--- config.mk ---
export PLATFORM = sky130hd
export DESIGN_NAME = commit_queue_flat
export DESIGN_NICKNAME = d
export VERILOG_FILES = /design/src/rtl/commit_queue_if.sv /design/src/rtl/commit_queue.sv /design/src/flat_wrapper.sv
export SDC_FILE = /design/constraint.sdc
export NUM_CORES = 1
export LEC_CHECK = 0
export BUFFER_PORTS_ARGS = -buffer_cell sky130_fd_sc_hd__buf_2
export CORE_UTILIZATION = 40
export DETAILED_ROUTE_END_ITERATION = 8
export PLACE_DENSITY = 0.66
export SETUP_SLACK_MARGIN = 0.3
export SLEW_MARGIN = 20
export SYNTH_ARGS = -nofsm -noshare
export SYNTH_HDL_FRONTEND = slang
export SYNTH_SLANG_ARGS = --single-unit
--- constraint.sdc ---
create_clock -name clk -period 12.5 [get_ports clk]
set_clock_uncertainty 0.2 [all_clocks]
set_input_delay 1.875 -clock clk [delete_from_list [all_inputs] [get_ports clk]]
set_output_delay 1.875 -clock clk [all_outputs]
set_load 0.01 [all_outputs]
--- src/rtl/commit_queue_if.sv ---
// commit_queue_if -- bundle of all non-clock/reset signals of commit_queue.
//
// Handshake: an enqueue group (in_valid/in_wen/in_addr/in_data) is taken at
// a rising edge only when in_ready=1 and flush=0. The producer must hold the
// group stable until that edge; in_ready depends only on registered
// occupancy, never on in_valid.
//
// Signals:
//   flush, stall              : control from the pipeline (master -> slave)
//   in_valid/in_wen[LANES]    : per-lane result present / needs regfile write
//   in_addr[LANES][5]         : destination register per lane
//   in_data[LANES][32]        : result value per lane
//   in_ready                  : a full LANES-wide group fits this cycle
//   regfile_write_ena/addr/data : regfile write ports, one per lane
//   commit_valid/commit_result  : retiring entries, oldest in lane 0
//   count                     : number of occupied entries
// Modports: master drives the inputs of the queue, slave is the queue.
interface commit_queue_if #(
   parameter int LANES = 2,
   parameter int DEPTH = 8
);
   logic                            flush;
   logic                            stall;
   logic [LANES-1:0]                in_valid;
   logic [LANES-1:0]                in_wen;
   logic [LANES-1:0][4:0]           in_addr;
   logic [LANES-1:0][31:0]          in_data;
   logic                            in_ready;
   logic [LANES-1:0]                regfile_write_ena;
   logic [LANES-1:0][4:0]           regfile_write_addr;
   logic [LANES-1:0][31:0]          regfile_write_data;
   logic [LANES-1:0]                commit_valid;
   logic [LANES-1:0][31:0]          commit_result;
   logic [$clog2(DEPTH):0]          count;

   modport master (
      output flush, stall, in_valid, in_wen, in_addr, in_data,
      input  in_ready, regfile_write_ena, regfile_write_addr,
             regfile_write_data, commit_valid, commit_result, count
   );

   modport slave (
      input  flush, stall, in_valid, in_wen, in_addr, in_data,
      output in_ready, regfile_write_ena, regfile_write_addr,
             regfile_write_data, commit_valid, commit_result, count
   );
endinterface

--- src/rtl/commit_queue.sv ---
// commit_queue -- in-order commit buffer feeding LANES regfile write ports.
//
// Results arrive as groups of up to LANES contiguous lanes (lane 0 oldest)
// and are stored in a circular buffer. Each cycle, unless stalled or
// flushed, up to LANES of the oldest entries retire combinationally from
// the head and drive the regfile write ports. Within a retiring group only
// the youngest writer of a given register is enabled (WAW collapse).
//
// Ports:
//   clk   : rising-edge clock
//   rst_n : asynchronous active-low reset (pointers/count only)
//   bus   : commit_queue_if.slave, see the interface for signal meanings
module commit_queue #(
   parameter int LANES = 2,
   parameter int DEPTH = 8
) (
   input  logic           clk,
   input  logic           rst_n,
   commit_queue_if.slave  bus
);
   localparam int PW = $clog2(DEPTH);
   localparam int CW = PW + 1;

   logic [PW-1:0] head_q;
   logic [PW-1:0] tail_q;
   logic [CW-1:0] count_q;

   // Entry storage is deliberately not reset; occupancy alone decides
   // which entries are observable.
   logic          mem_wen  [DEPTH];
   logic [4:0]    mem_addr [DEPTH];
   logic [31:0]   mem_data [DEPTH];

   logic          enq_fire;
   logic [CW-1:0] enq_n;
   logic [CW-1:0] ret_k;

   logic [LANES-1:0]        cv;
   logic [LANES-1:0]        h_wen;
   logic [LANES-1:0][4:0]   h_addr;
   logic [LANES-1:0][31:0]  h_data;
   logic [LANES-1:0]        ena;

   assign bus.in_ready = (CW'(DEPTH) - count_q) >= CW'(LANES);
   assign bus.count    = count_q;

   // Lanes are contiguous from lane 0, so the population count is also the
   // tail advance.
   always_comb begin
      enq_n = '0;
      for (int i = 0; i < LANES; i++) begin
         enq_n = enq_n + CW'(bus.in_valid[i]);
      end
      enq_fire = bus.in_ready && !bus.flush && (bus.in_valid != '0);
   end

   always_comb begin
      ret_k = '0;
      if (!bus.flush && !bus.stall) begin
         ret_k = (count_q < CW'(LANES)) ? count_q : CW'(LANES);
      end
   end

   // Head window: lane j looks at head+j, wrapping naturally in PW bits.
   always_comb begin
      logic [PW-1:0] idx;
      idx    = '0;
      cv     = '0;
      h_wen  = '0;
      h_addr = '0;
      h_data = '0;
      for (int j = 0; j < LANES; j++) begin
         idx       = head_q + PW'(j);
         cv[j]     = CW'(j) < ret_k;
         h_wen[j]  = mem_wen[idx];
         h_addr[j] = mem_addr[idx];
         h_data[j] = mem_data[idx];
      end
   end

   // An older write is dropped only when a younger retiring entry actually
   // writes the same register; a younger non-writing entry does not hide it.
   always_comb begin
      ena = '0;
      for (int j = 0; j < LANES; j++) begin
         ena[j] = cv[j] && h_wen[j] && (h_addr[j] != 5'd0);
         for (int m = j + 1; m < LANES; m++) begin
            if (cv[m] && h_wen[m] && (h_addr[m] == h_addr[j])) begin
               ena[j] = 1'b0;
            end
         end
      end
   end

   always_comb begin
      bus.commit_valid       = cv;
      bus.regfile_write_ena  = ena;
      bus.regfile_write_addr = '0;
      bus.regfile_write_data = '0;
      bus.commit_result      = '0;
      for (int j = 0; j < LANES; j++) begin
         if (cv[j]) begin
            bus.regfile_write_addr[j] = h_addr[j];
            bus.regfile_write_data[j] = h_data[j];
            bus.commit_result[j]      = h_data[j];
         end
      end
   end

   always_ff @(posedge clk or negedge rst_n) begin
      if (!rst_n) begin
         head_q  <= '0;
         tail_q  <= '0;
         count_q <= '0;
      end else if (bus.flush) begin
         head_q  <= '0;
         tail_q  <= '0;
         count_q <= '0;
      end else begin
         head_q  <= head_q + PW'(ret_k);
         if (enq_fire) begin
            tail_q <= tail_q + PW'(enq_n);
         end
         count_q <= count_q + (enq_fire ? enq_n : CW'(0)) - ret_k;
      end
   end

   always_ff @(posedge clk) begin
      if (enq_fire) begin
         for (int i = 0; i < LANES; i++) begin
            if (bus.in_valid[i]) begin
               mem_wen [tail_q + PW'(i)] <= bus.in_wen[i];
               mem_addr[tail_q + PW'(i)] <= bus.in_addr[i];
               mem_data[tail_q + PW'(i)] <= bus.in_data[i];
            end
         end
      end
   end
endmodule

--- src/flat_wrapper.sv ---
// flat-port wrapper written by rule: the top's interface ports become plain ports
module commit_queue_flat 
#(
   parameter int LANES = 2,
   parameter int DEPTH = 8
)
  (clk, rst_n, bus_flush, bus_stall, bus_in_valid, bus_in_wen, bus_in_addr, bus_in_data, bus_in_ready, bus_regfile_write_ena, bus_regfile_write_addr, bus_regfile_write_data, bus_commit_valid, bus_commit_result, bus_count);
  commit_queue_if #(.LANES(LANES), .DEPTH(DEPTH)) bus_i ();
  input  logic clk;
  input  logic rst_n;
  input wire logic [$bits(bus_i.flush)-1:0] bus_flush;
  input wire logic [$bits(bus_i.stall)-1:0] bus_stall;
  input wire logic [$bits(bus_i.in_valid)-1:0] bus_in_valid;
  input wire logic [$bits(bus_i.in_wen)-1:0] bus_in_wen;
  input wire logic [$bits(bus_i.in_addr)-1:0] bus_in_addr;
  input wire logic [$bits(bus_i.in_data)-1:0] bus_in_data;
  output wire logic [$bits(bus_i.in_ready)-1:0] bus_in_ready;
  output wire logic [$bits(bus_i.regfile_write_ena)-1:0] bus_regfile_write_ena;
  output wire logic [$bits(bus_i.regfile_write_addr)-1:0] bus_regfile_write_addr;
  output wire logic [$bits(bus_i.regfile_write_data)-1:0] bus_regfile_write_data;
  output wire logic [$bits(bus_i.commit_valid)-1:0] bus_commit_valid;
  output wire logic [$bits(bus_i.commit_result)-1:0] bus_commit_result;
  output wire logic [$bits(bus_i.count)-1:0] bus_count;
  assign bus_i.flush = bus_flush;
  assign bus_i.stall = bus_stall;
  assign bus_i.in_valid = bus_in_valid;
  assign bus_i.in_wen = bus_in_wen;
  assign bus_i.in_addr = bus_in_addr;
  assign bus_i.in_data = bus_in_data;
  assign bus_in_ready = bus_i.in_ready;
  assign bus_regfile_write_ena = bus_i.regfile_write_ena;
  assign bus_regfile_write_addr = bus_i.regfile_write_addr;
  assign bus_regfile_write_data = bus_i.regfile_write_data;
  assign bus_commit_valid = bus_i.commit_valid;
  assign bus_commit_result = bus_i.commit_result;
  assign bus_count = bus_i.count;
  commit_queue #(.LANES(LANES), .DEPTH(DEPTH)) u_core (.clk(clk), .rst_n(rst_n), .bus(bus_i));
endmodule
==> results of run 1 <==
[synthesized netlist by cell type, types with 2 or more instances]
cell and instances:
nand2_1 147, xor2_1 8, or3_1 2, mux2_1 4, dfrtp_1 10, nor3_4 2
mux2_2 309, a21oi_1 75, nor2_1 20, inv_1 14, o21a_1 2, nand3_1 5
o22ai_1 4, buf_4 75, buf_2 51, ha_1 14, a31oi_1 4, and2_1 4
xnor2_1 8, fa_1 4, mux2i_1 24, nor3_1 9, or2_2 4, buf_1 7
and3_1 4, clkbuf_1 23, o31ai_1 7, buf_6 6, nor2b_1 7, nor3b_1 3
mux4_2 145, a211oi_1 2, edfxtp_1 304, o21ai_0 2, nand2b_1 9
[critical path, cell delays in order, from the launching register on]
cell and delay [ps]:
dfrtp_4 1040, ha_4 730, buf_4 870, mux2i_1 270, mux4_2 510, nor3_1 180
or3_1 150, nor3_1 50, a31oi_1 320, buf_2 200
[power breakdown]
group	switching (mW)	leakage, nW	total [mW]	internal (mW)
registers	0.0733	2.88	1.36	1.28
logic	0.635	4.22	1.13	0.494
clock network	0.441	0.589	1.06	0.620
total	1.15	7.69	3.55	2.40
[cells by family after synthesis]
| kind of cell | synth area share [%] |
|---|---|
| flops | 48.1 |
| fa+ha+maj | 1.31 |
| compound gates | 3.22 |
| mux | 36.1 |
| simple gates | 5.12 |
| buf+inv | 5.41 |
| xor+xnor | 0.719 |
[flip-flops by register name (all words and copies together) (netlist names)]
name / count
u_core.mem_wen: 8
u_core.mem_addr: 40
u_core.head_q: 3
u_core.tail_q: 3
u_core.mem_data: 256
u_core.bus.count: 4
[area by class of cell]
cell class / count / area (sq um) / area share, %
diodes: 6 / 15.0 / 0.0684
clock buffers: 44 / 1010 / 4.62
clock inverters: 23 / 163 / 0.741
inverters: 15 / 56.3 / 0.257
multi-input cells: 846 / 9200 / 41.9
flip-flops and latches: 314 / 9390 / 42.8
well taps: 615 / 769 / 3.51
repair buffers: 255 / 1340 / 6.12
[routing by layer]
layer  GRT usage [%]  part of all wire, %
met1            28.7                   42
met2            37.6                   49
met3            5.00                  6.2
met4            7.10                  2.4
met5               0                 0.12
[metrics by stage]
step,cells,hold WS [ps],power [mW]
finish,2118,470,3.55
global route,2115,557,3.70
CTS,2112,475,3.58
detailed placement,2045,462,2.51
global placement,2045,456,2.49
floorplan,1337,390,2.18
[cell usage in the layout, fill, tap and decap left out, drive strengths merged, types with 6 or more instances in the layout]
cell type	instances
a21oi	75
buf	255
clkbuf	44
clkinv	19
dfrtp	10
diode	6
edfxtp	304
ha	14
inv	16
mux2	313
mux2i	24
mux4	145
nand2	147
nand2b	9
nor2	20
nor2b	7
nor3	11
o31ai	7
xnor2	8
xor2	8
[path summary, 6_finish.rpt]
kind	startpoint	endpoint	slack [ps]	cells after the start
min reg2reg	u_core.tail_q[2]$_DFFE_PN0P_	u_core.tail_q[2]$_DFFE_PN0P_	470	2
max in group asynchronous	rst_n	u_core.head_q[0]$_DFF_PN0_	10890	1
max	u_core.head_q[0]$_DFF_PN0_	bus_regfile_write_ena[0]	5460	9
min	u_core.tail_q[2]$_DFFE_PN0P_	u_core.tail_q[2]$_DFFE_PN0P_	470	2
min in group asynchronous	rst_n	u_core.bus.count[3]$_DFF_PN0_	980	1
max reg2reg	u_core.bus.count[0]$_DFF_PN0_	u_core.mem_data[6][29]$_DFFE_PP_	7580	8
==> reports/metrics.yaml, run 1 <==
post_synth_main_area_contributors: "edfxtp_1, mux2_2, mux4_2, buf_4, nand2_1"
drv_cap: 0
globalplace.congestion: 0.814
hold_path.class: "reg -> reg"
grt_antenna_before_repair: 11
drv_slew: 0
synth_seq_area_share_pct: 48.1
cp.arrival_ps: 4960
yosys_warnings: 0
worstSetupStartpointType: "flop"
vdd_drop_max_mv: 0.0817
detailedRoute.firstIterationViolations: 1038
cts_num_sinks: 314
core_region_area_sq_um: 47800
wl_per_cell_um: 26.4
die_footprint_sq_um: 49600
yosys.cell_types.count: 54
timing.final.ws_setup_ps: 5460
max_freq_ghz: 0.142
finalSetupTns_ps: 0
yosys.area.top_type: "edfxtp_1"
worstPathMaxFanout: 62
numCtsBuffers: 37
vias: 12500
io_pins: 229
vias_in_the_first_global_route: 13000
slew_headroom_pct: 29.1
route.detailed.vias_per_inst: 5.89
synth_seq_cells: 314
final.min_clock_period_ps: 7040
std_cell_rows: 80
synth_area_per_cell_sq_um: 14.6
nNetsFinal: 1569
cellLeakagePower_nw: 7.69
io_buffers: 228
drt-total-wl_mm: 55.8
path_class: "reg -> out"
asyncSetResetFlopFracSynth_pct: 3.18
postCtsHoldBufs: 0
run_status: "completed"
dpl-instance-area_sq_um: 20800
detailedPlace.worstSlack_ps: 5750
grt_first_pass_wirelength_mm: 82.7
stdcell_area_sq_um: 21900
yosys.area.top_type_share_pct: 46.9
pwr_density_cell_nw_per_um2: 162
syn-num-nets: 1437
synth_edf_count: 304
timing_worst_slew_pin_value_ps: 1060
period_share_pct: 56.3
floorplan.initialDensity_pct: 40.7
fillCellCount: 4236
area_delta_synth_final_pct: 12.6
chip_height_um: 223
globalRouteOverflowTotal: 0
drt_pass1_iterations: 5
setup-violations-final: 0
htree_num_levels: 2
detail_route.drc_violations: 0
clock_path_buffers: 3
timing_hold_violations_final: 0
synth_flop_cell: "edfxtp_1"
clock-root-buffer: "clkbuf_16"
grt_usage_pct: 22.4
cts.repair_timing.setup_buffer_count: 0
postLayoutCoreUtil_pct: 45.9
dieWidth_um: 223
syn_area_sq_um: 19500
rsz0062_at_grt: "false"
path_clk_slew_ps: 60
detailedPlacementHpwl_mm: 32.9
cts-resized-gates: 0
clock_insertion_delay_worst_skew_ps: 550
antenna_left: 0
worst-endpoint-required_ps: 10430
timing.critical_path.to_type: "output pin"
drive_above_1_share_pct: 53.1
grt_start_max_net_pins: 63
syn_inst: 1337
cts_tree: "yes"
No activity file was read; power rests on OpenSTA's default activity.
==> run 2, diff against run 1 <==
- clock period: 12.5 -> 7.3 ns (I/O delays scaled with it)
==> run 2 against run 1 <==
  * Die area is the same
  * Register-to-register slack worse by 4700 ps
  * Critical path depth shrank 2
  * Non-clock buffer count did not move
  * First-iteration DRC count shrank 6.3%
  * Sequential share of layout area is essentially flat
  * Clock power rose by 73%
==> reports/metrics.yaml, run 2 (same netlist as run 1, synthesis figures left out) <==
vdd_drop_max_mv: 0.156  # was 0.0817 mV
clock-root-buffer: "clkbuf_16"  # unchanged
path_class: "reg -> out"  # unchanged
slew_headroom_pct: 26.8  # was 29.1%
grt_start_max_net_pins: 129  # was 63
grt_first_pass_wirelength_mm: 82.3  # was 82.7 mm
grt_usage_pct: 22.3  # was 22.4%
postCtsHoldBufs: 0  # unchanged
layout_commonest_cell: "mux2_2"  # unchanged
route.detailed.vias_per_inst: 5.96  # was 5.89
cp.arrival_ps: 4130  # was 4960 ps
dpl.cell_count: 2045  # unchanged
globalplace.congestion: 0.823  # was 0.814
drv_slew: 0  # unchanged
die_footprint_sq_um: 49600  # unchanged
cts.repair_timing.setup_buffer_count: 0  # unchanged
fin_cells: 2119  # was 2118
clock_path_buffers: 3  # unchanged
timing_hold_violations_final: 0  # unchanged
nNetsFinal: 1570  # was 1569
max_freq_ghz: 0.184
drv_cap: 0  # unchanged
io_pins: 229  # unchanged
timing.critical_path.to_type: "output pin"  # unchanged
area_delta_synth_final_pct: 12.7  # was 12.6%
core_region_area_sq_um: 47800  # unchanged
timing.final.ws_setup_ps: 1880  # was 5460 ps
chip_height_um: 223  # unchanged
grtUsageMet1_pct: 28.1  # was 28.7%
setup_slack_reg_to_reg_ps: 2890  # was 7580 ps
timing_worst_slew_pin_value_ps: 1100  # was 1060 ps
finalSetupTns_ps: 0  # unchanged
worstSetupStartpointType: "flop"  # unchanged
antenna_left: 0  # unchanged
cp_cell_sequence: "ha_4 -> mux4_2 -> xnor2_1 -> mux2i_1 -> nor4_1 -> a31oi_1 -> buf_2"  # was ha_4 -> buf_4 -> mux2i_1 -> mux4_2 -> nor3_1 -> or3_1 -> nor3_1 -> a31oi_1 -> buf_2
cts_tree: "yes"  # unchanged
pwr_density_cell_nw_per_um2: 277  # was 162 nW/um^2
worstPathMaxFanout: 47  # was 62
period_share_pct: 74.3
cts-resized-gates: 0  # unchanged
htree_num_levels: 2  # unchanged
worst-endpoint-required_ps: 6000  # was 10430 ps
layout.cells.most_common_list: "mux2_2, edfxtp_1, buf_2, nand2_1, mux4_2"  # unchanged
cts_num_sinks: 314  # unchanged
detailedPlace.worstSlack_ps: 2400  # was 5750 ps
std_cell_rows: 80  # unchanged
drt-total-wl_mm: 55.5  # was 55.8 mm
cellLeakagePower_nw: 7.68  # was 7.69 nW
wl_per_cell_um: 26.2  # was 26.4 um
cp_slowest_stage_delay_ps: 1090  # was 1040 ps
largest_register_ff_count: 256  # unchanged
setup-violations-final: 0  # unchanged
detailedPlacementHpwl_mm: 32.5  # was 32.9 mm
max_flop_register: "u_core.mem_data"  # unchanged
vias: 12600  # was 12.5k
met2_usage_pct: 38.4  # was 37.6%
grt_peak_use_layer: "met2"  # unchanged
detail_route.drc_violations: 0  # unchanged
detailedRoute.firstIterationViolations: 973  # was 1038
final.min_clock_period_ps: 5420
globalRouteOverflowTotal: 0  # unchanged
floorplan.initialDensity_pct: 40.7  # unchanged
drt_pass1_iterations: 5  # unchanged
drive_above_1_share_pct: 52.6  # was 53.1%
timing.critical_path.max_delay_family: "adder cells"  # was buffers and inverters
timing.critical_path.slowest_stage_cell: "ha_4"  # was dfrtp_4
hold_path.class: "in -> async"  # was reg -> reg
reg.largest.list: "u_core.mem_data (256), u_core.mem_addr (40), u_core.mem_wen (8)"  # unchanged
critical_path.n_buffers_inverters: 1  # was 2
grt_use_met3_pct: 4.14  # was 5.00%
clock_insertion_delay_worst_skew_ps: 560  # was 550 ps
postLayoutCoreUtil_pct: 45.9  # about the same
rsz0062_at_grt: "false"  # unchanged
path_clk_slew_ps: 60  # about the same
io_buffers: 228  # unchanged
dieWidth_um: 223  # unchanged
run_status: "completed"  # unchanged
grt_antenna_before_repair: 12  # was 11
vias_in_the_first_global_route: 12900  # was 13.0k
numCtsBuffers: 38  # was 37
[run 2: changes by cell type in the layout (fill, tap and decap cells not counted), sizes merged]
cell / change
diode: -1
clkbuf: +4
clkinv: -1
clkinvlp: -1
[run 2: through the flow]
stage	power, mW	cell area (sq um)	hold slack [ps]
after floorplan	3.72	19500	390
after CTS	6.13	21900	175
after global routing	6.34	21900	207
after global placement	4.27	20800	440
final	6.09	22000	202
after detailed placement	4.30	20800	473
[run 2: metal layers]
layer  vias to the layer above  part of all wire [%]
met4                        12                   2.8
met2                       515                    50
met5                         -                  0.14
met3                       100                   7.0
li1                       5465                     -
met1                      6533                    40
[run 2: worst paths after layout]
| path | from | endpoint | cells after the start |
|---|---|---|---|
| min in group clk | u_core.tail_q[2]$_DFFE_PN0P_ | u_core.tail_q[2]$_DFFE_PN0P_ | 2 |
| worst max-delay path | u_core.head_q[1]$_DFF_PN0_ | bus_regfile_write_ena[0] | 7 |
| worst max register to register | u_core.bus.count[0]$_DFF_PN0_ | u_core.mem_data[2][28]$_DFFE_PP_ | 8 |
| max in group asynchronous | rst_n | u_core.head_q[1]$_DFF_PN0_ | 1 |
| worst min register to register | u_core.tail_q[2]$_DFFE_PN0P_ | u_core.tail_q[2]$_DFFE_PN0P_ | 2 |
| worst min-delay path | rst_n | u_core.head_q[0]$_DFF_PN0_ | 1 |
[run 2: area by class of cell]
class	count	area (sq um)
sequential	314	9390
timing repair buffer	255	1360
inverter	15	56.3
multi-input combinational	846	9200
tap	615	769
fill	4235	25900
clock inverter	21	169
clock buffer	48	1010
antenna	5	12.5
[run 2: worst register-to-register path, cell delays in order (launching register included)]
cell	delay, ps
dfrtp_1	480
inv_1	150
ha_1	250
a41o_1	270
a311oi_2	710
and3_1	450
nand3_4	680
o31ai_4	220
buf_4	610
[run 2: report_power, final]
part | total [mW] | internal (mW) | switching (mW)
combinational | 1.92 | 0.848 | 1.08
clock | 1.83 | 1.05 | 0.777
sequential | 2.34 | 2.20 | 0.137
==> run 3, diff against run 2 <==
- ABC_AREA: default -> 1
- PLACE_DENSITY: 0.66 -> 0.68
- clock period: 7.3 -> 4.94 ns (I/O delays scaled with it)
==> run 3 against run 2 <==
  * Synthesized area rose by 2.6%
  * Register-to-register slack worse by 1400 ps
  * Sequential share of layout area decreased by 0.64 points
  * Clock-buffer cell count rose by 2
  * Critical path depth decreased by 1
  * Via count grew 46%
  * Core utilization fell by 0.56 points
  * Power rose by 58%
  * Flip-flop and latch count is the same
  * Critical path type unchanged
==> reports/metrics.yaml, run 3 <==
layout_commonest_cell: "nand2_1"  # was mux2_2
floorplan.initialDensity_pct: 40.7  # about the same
detailedPlace.worstSlack_ps: 970  # was 2400 ps
syn_inst: 2587  # was 1337
grt_first_pass_wirelength_mm: 96.5  # was 82.3 mm
route.detailed.vias_per_inst: 5.57  # was 5.96
synth_area_per_cell_sq_um: 7.73  # was 14.6 sq um
multi_input_comb_area_sq_um: 8410  # was 9200 sq um
top_cell_types_by_occurrence_after_synthesis: "o21ai_0, nand2_1, edfxtp_1"  # was mux2_2, edfxtp_1, nand2_1
drv_slew: 0  # unchanged
syn-num-nets: 2687  # was 1437
drt_pass1_iterations: 6  # was 5
timing_worst_slew_pin_value_ps: 1120  # was 1100 ps
worst-r2r-cell-count: 11  # was 8
period_share_pct: 93.0
numCtsBuffers: 38  # unchanged
regArea_sq_um: 9390  # about the same
setup-violations-final: 0  # unchanged
globalplace.congestion: 0.869  # was 0.823
timing.critical_path.to_type: "output pin"  # unchanged
timing.critical_path.max_delay_family: "compound AO/OA/AOI/OAI gates"  # was adder cells
drv_cap: 0  # unchanged
largest_register_ff_count: 256  # unchanged
io_buffers: 228  # unchanged
worstSetupPathDepth: 6  # was 7
syn_area_sq_um: 20000  # was 19500 sq um
synthMostInstantiatedCell: "o21ai_0"  # was mux2_2
detailedPlacementHpwl_mm: 39.1  # was 32.5 mm
worstSetupStartpointType: "flop"  # unchanged
cts_tree: "yes"  # unchanged
detailedRoute.firstIterationViolations: 2154  # was 973
fillCellCount: 4709  # was 4235
detail_route.drc_violations: 0  # unchanged
synth_seq_area_share_pct: 46.9  # was 48.1%
post_synth_main_area_contributors: "edfxtp_1, o21ai_0, nand2_1, a21oi_1, inv_1"  # was edfxtp_1, mux2_2, mux4_2, buf_4, nand2_1
cts_num_sinks: 314  # unchanged
chip_height_um: 226  # was 223 um
drt-total-wl_mm: 63.3  # was 55.5 mm
slew_headroom_pct: 25.2  # was 26.8%
grt_antenna_before_repair: 6  # was 12
cp_slowest_stage_delay_ps: 760  # was 1090 ps
vias_in_the_first_global_route: 17300  # was 12.9k
max_flop_register: "u_core.mem_data"  # unchanged
stdcell_area_sq_um: 22300  # was 22000 sq um
yosys_warnings: 0  # unchanged
reg.largest.list: "u_core.mem_data (256), u_core.mem_addr (40), u_core.mem_wen (8)"  # unchanged
vdd_drop_max_mv: 0.255  # was 0.156 mV
clock_path_buffers: 3  # unchanged
htree_num_levels: 2  # unchanged
cellLeakagePower_nw: 8.73  # was 7.68 nW
worstPathMaxFanout: 233  # was 47
yosys.cell_types.count: 36  # was 54
vias: 18400  # was 12.6k
rsz0062_at_grt: "false"  # unchanged
cp.arrival_ps: 3650  # was 4130 ps
yosys.area.top_type_share_pct: 45.7  # was 46.9%
io_pins: 229  # unchanged
origin_of_the_worst_min_delay_path: "bus_flush"
pwr_density_cell_nw_per_um2: 433  # was 277 nW/um^2
run_status: "completed"  # unchanged
dieWidth_um: 226  # was 223 um
path_clk_slew_ps: 60  # about the same
std_cell_rows: 81  # was 80
min_path_cells: 2
drive_above_1_share_pct: 13.5  # was 52.6%
timing.final.ws_setup_ps: 347  # was 1880 ps
asyncSetResetFlopFracSynth_pct: 3.18  # unchanged
cp-startpoint: "u_core.head_q[0]$_DFF_PN0_"  # was u_core.head_q[1]$_DFF_PN0_
clock-root-buffer: "clkbuf_16"  # unchanged
max_freq_ghz: 0.218
critical_path.n_buffers_inverters: 2  # was 1
wl_per_cell_um: 19.2  # was 26.2 um
timing.critical_path.slowest_stage_cell: "dfrtp_4"  # was ha_4
final.min_clock_period_ps: 4590
synth_seq_cells: 314  # unchanged
dpl-instance-area_sq_um: 21000  # was 20800 sq um
globalRouteOverflowTotal: 0  # unchanged
grt_usage_pct: 24.9  # was 22.3%
layout.cells.most_common_list: "nand2_1, o21ai_0, edfxtp_1, a21oi_1, buf_2"  # was mux2_2, edfxtp_1, buf_2, nand2_1, mux4_2
hold_path.class: "in -> reg"  # was in -> async
ff_to_ff_start: "u_core.bus.count[1]$_DFF_PN0_"  # was u_core.bus.count[0]$_DFF_PN0_
yosys.area.top_type: "edfxtp_1"  # unchanged
nNetsFinal: 2710  # was 1570
synth_flop_cell: "edfxtp_1"  # unchanged
cp_cell_sequence: "buf_12 -> o21ai_0 -> o211ai_1 -> nand2_1 -> a31oi_1 -> buf_2"  # was ha_4 -> mux4_2 -> xnor2_1 -> mux2i_1 -> nor4_1 -> a31oi_1 -> buf_2
grt_start_max_net_pins: 234  # was 129
synth_edf_count: 304  # unchanged
path_class: "reg -> out"  # unchanged
die_footprint_sq_um: 50900  # was 49600 sq um
clock_insertion_delay_worst_skew_ps: 550  # was 560 ps
area_delta_synth_final_pct: 11.5  # was 12.7%
core_region_area_sq_um: 49200  # was 47800 sq um
worst-endpoint-required_ps: 4000  # was 6000 ps
finalSetupTns_ps: 0  # unchanged
timing_hold_violations_final: 0  # unchanged
antenna_left: 0  # unchanged
## run 3: kinds of logic (layout without fill, tap and decap cells)
group | count (synthesis) | in the layout | share of synthesized area, %
AND/OR/NAND/NOR | 871 | 871 | 17.2
flip-flops | 314 | 314 | 46.9
adder cells (fa/ha/maj) | 18 | 18 | 1.28
AO/OA/AOI/OAI | 880 | 880 | 22.5
buffers and inverters | 499 | 548 | 11.8
XOR/XNOR | 5 | 5 | 0.219
other | 0 | 4 | 0
## run 3: routing by layer
metal	track usage (%)	routed length, um
met2	42.2	30400
met1	31.0	24700
met4	11.9	2310
met5	0	12
met3	3.64	5880
## run 3: path summary, 6_finish.rpt
kind	end	slack [ps]
worst max-delay path	bus_regfile_write_data[62]	350
worst min-delay path	u_core.head_q[1]$_DFF_PN0_	250
worst max register to register	u_core.mem_data[0][25]$_DFFE_PP_	1540
worst min register to register	u_core.tail_q[2]$_DFFE_PN0P_	490
max in group asynchronous	u_core.head_q[0]$_DFF_PN0_	3890
min in group asynchronous	u_core.tail_q[1]$_DFFE_PN0P_	420
## run 3: stage by stage
stage	hold WS, ps	total power, mW	std cells	utilization [%]
global placement	421	6.76	3233	42.8
detailed placement	427	6.83	3233	42.8
global route	271	10.2	3303	45.3
finish	255	9.65	3304	45.3
floorplan	245	5.79	2587	-
CTS	235	9.65	3300	45.3
## run 3: final cells by class
| type | instances | area share, % |
|---|---|---|
| Antenna cell | 4 | 0.0449 |
| Clock buffer | 50 | 4.76 |
| Clock inverter | 16 | 0.825 |
| Inverter | 208 | 3.53 |
| Multi-Input combinational cell | 1774 | 37.8 |
| Sequential cell | 314 | 42.1 |
| Tap cell | 664 | 3.73 |
| Timing Repair Buffer | 274 | 7.24 |
## run 3: where the power goes
part	total [mW]	switching, mW	leakage [nW]	internal, mW
sequential	3.44	0.144	2.88	3.30
combinational	3.37	2.36	5.25	1.02
clock	2.83	1.12	0.603	1.72
total	9.65	3.62	8.73	6.03
## run 3: worst register-to-register path: stages, from the launching register on
cell,delay [ps]
dfrtp_1,420
inv_1,180
ha_1,200
nand2_1,50
inv_1,70
nor4_2,40
nand3_2,140
nand2_1,110
nor2_1,500
nand3_1,230
o21ai_4,460
buf_4,460
## run 3: timing repair
item,4_1_cts,5_1_grt
setup endpoints to repair,0,4
hold buffers,1,0
setup buffers,0,0
gates resized for setup,0,1
hold endpoints to repair,10,0
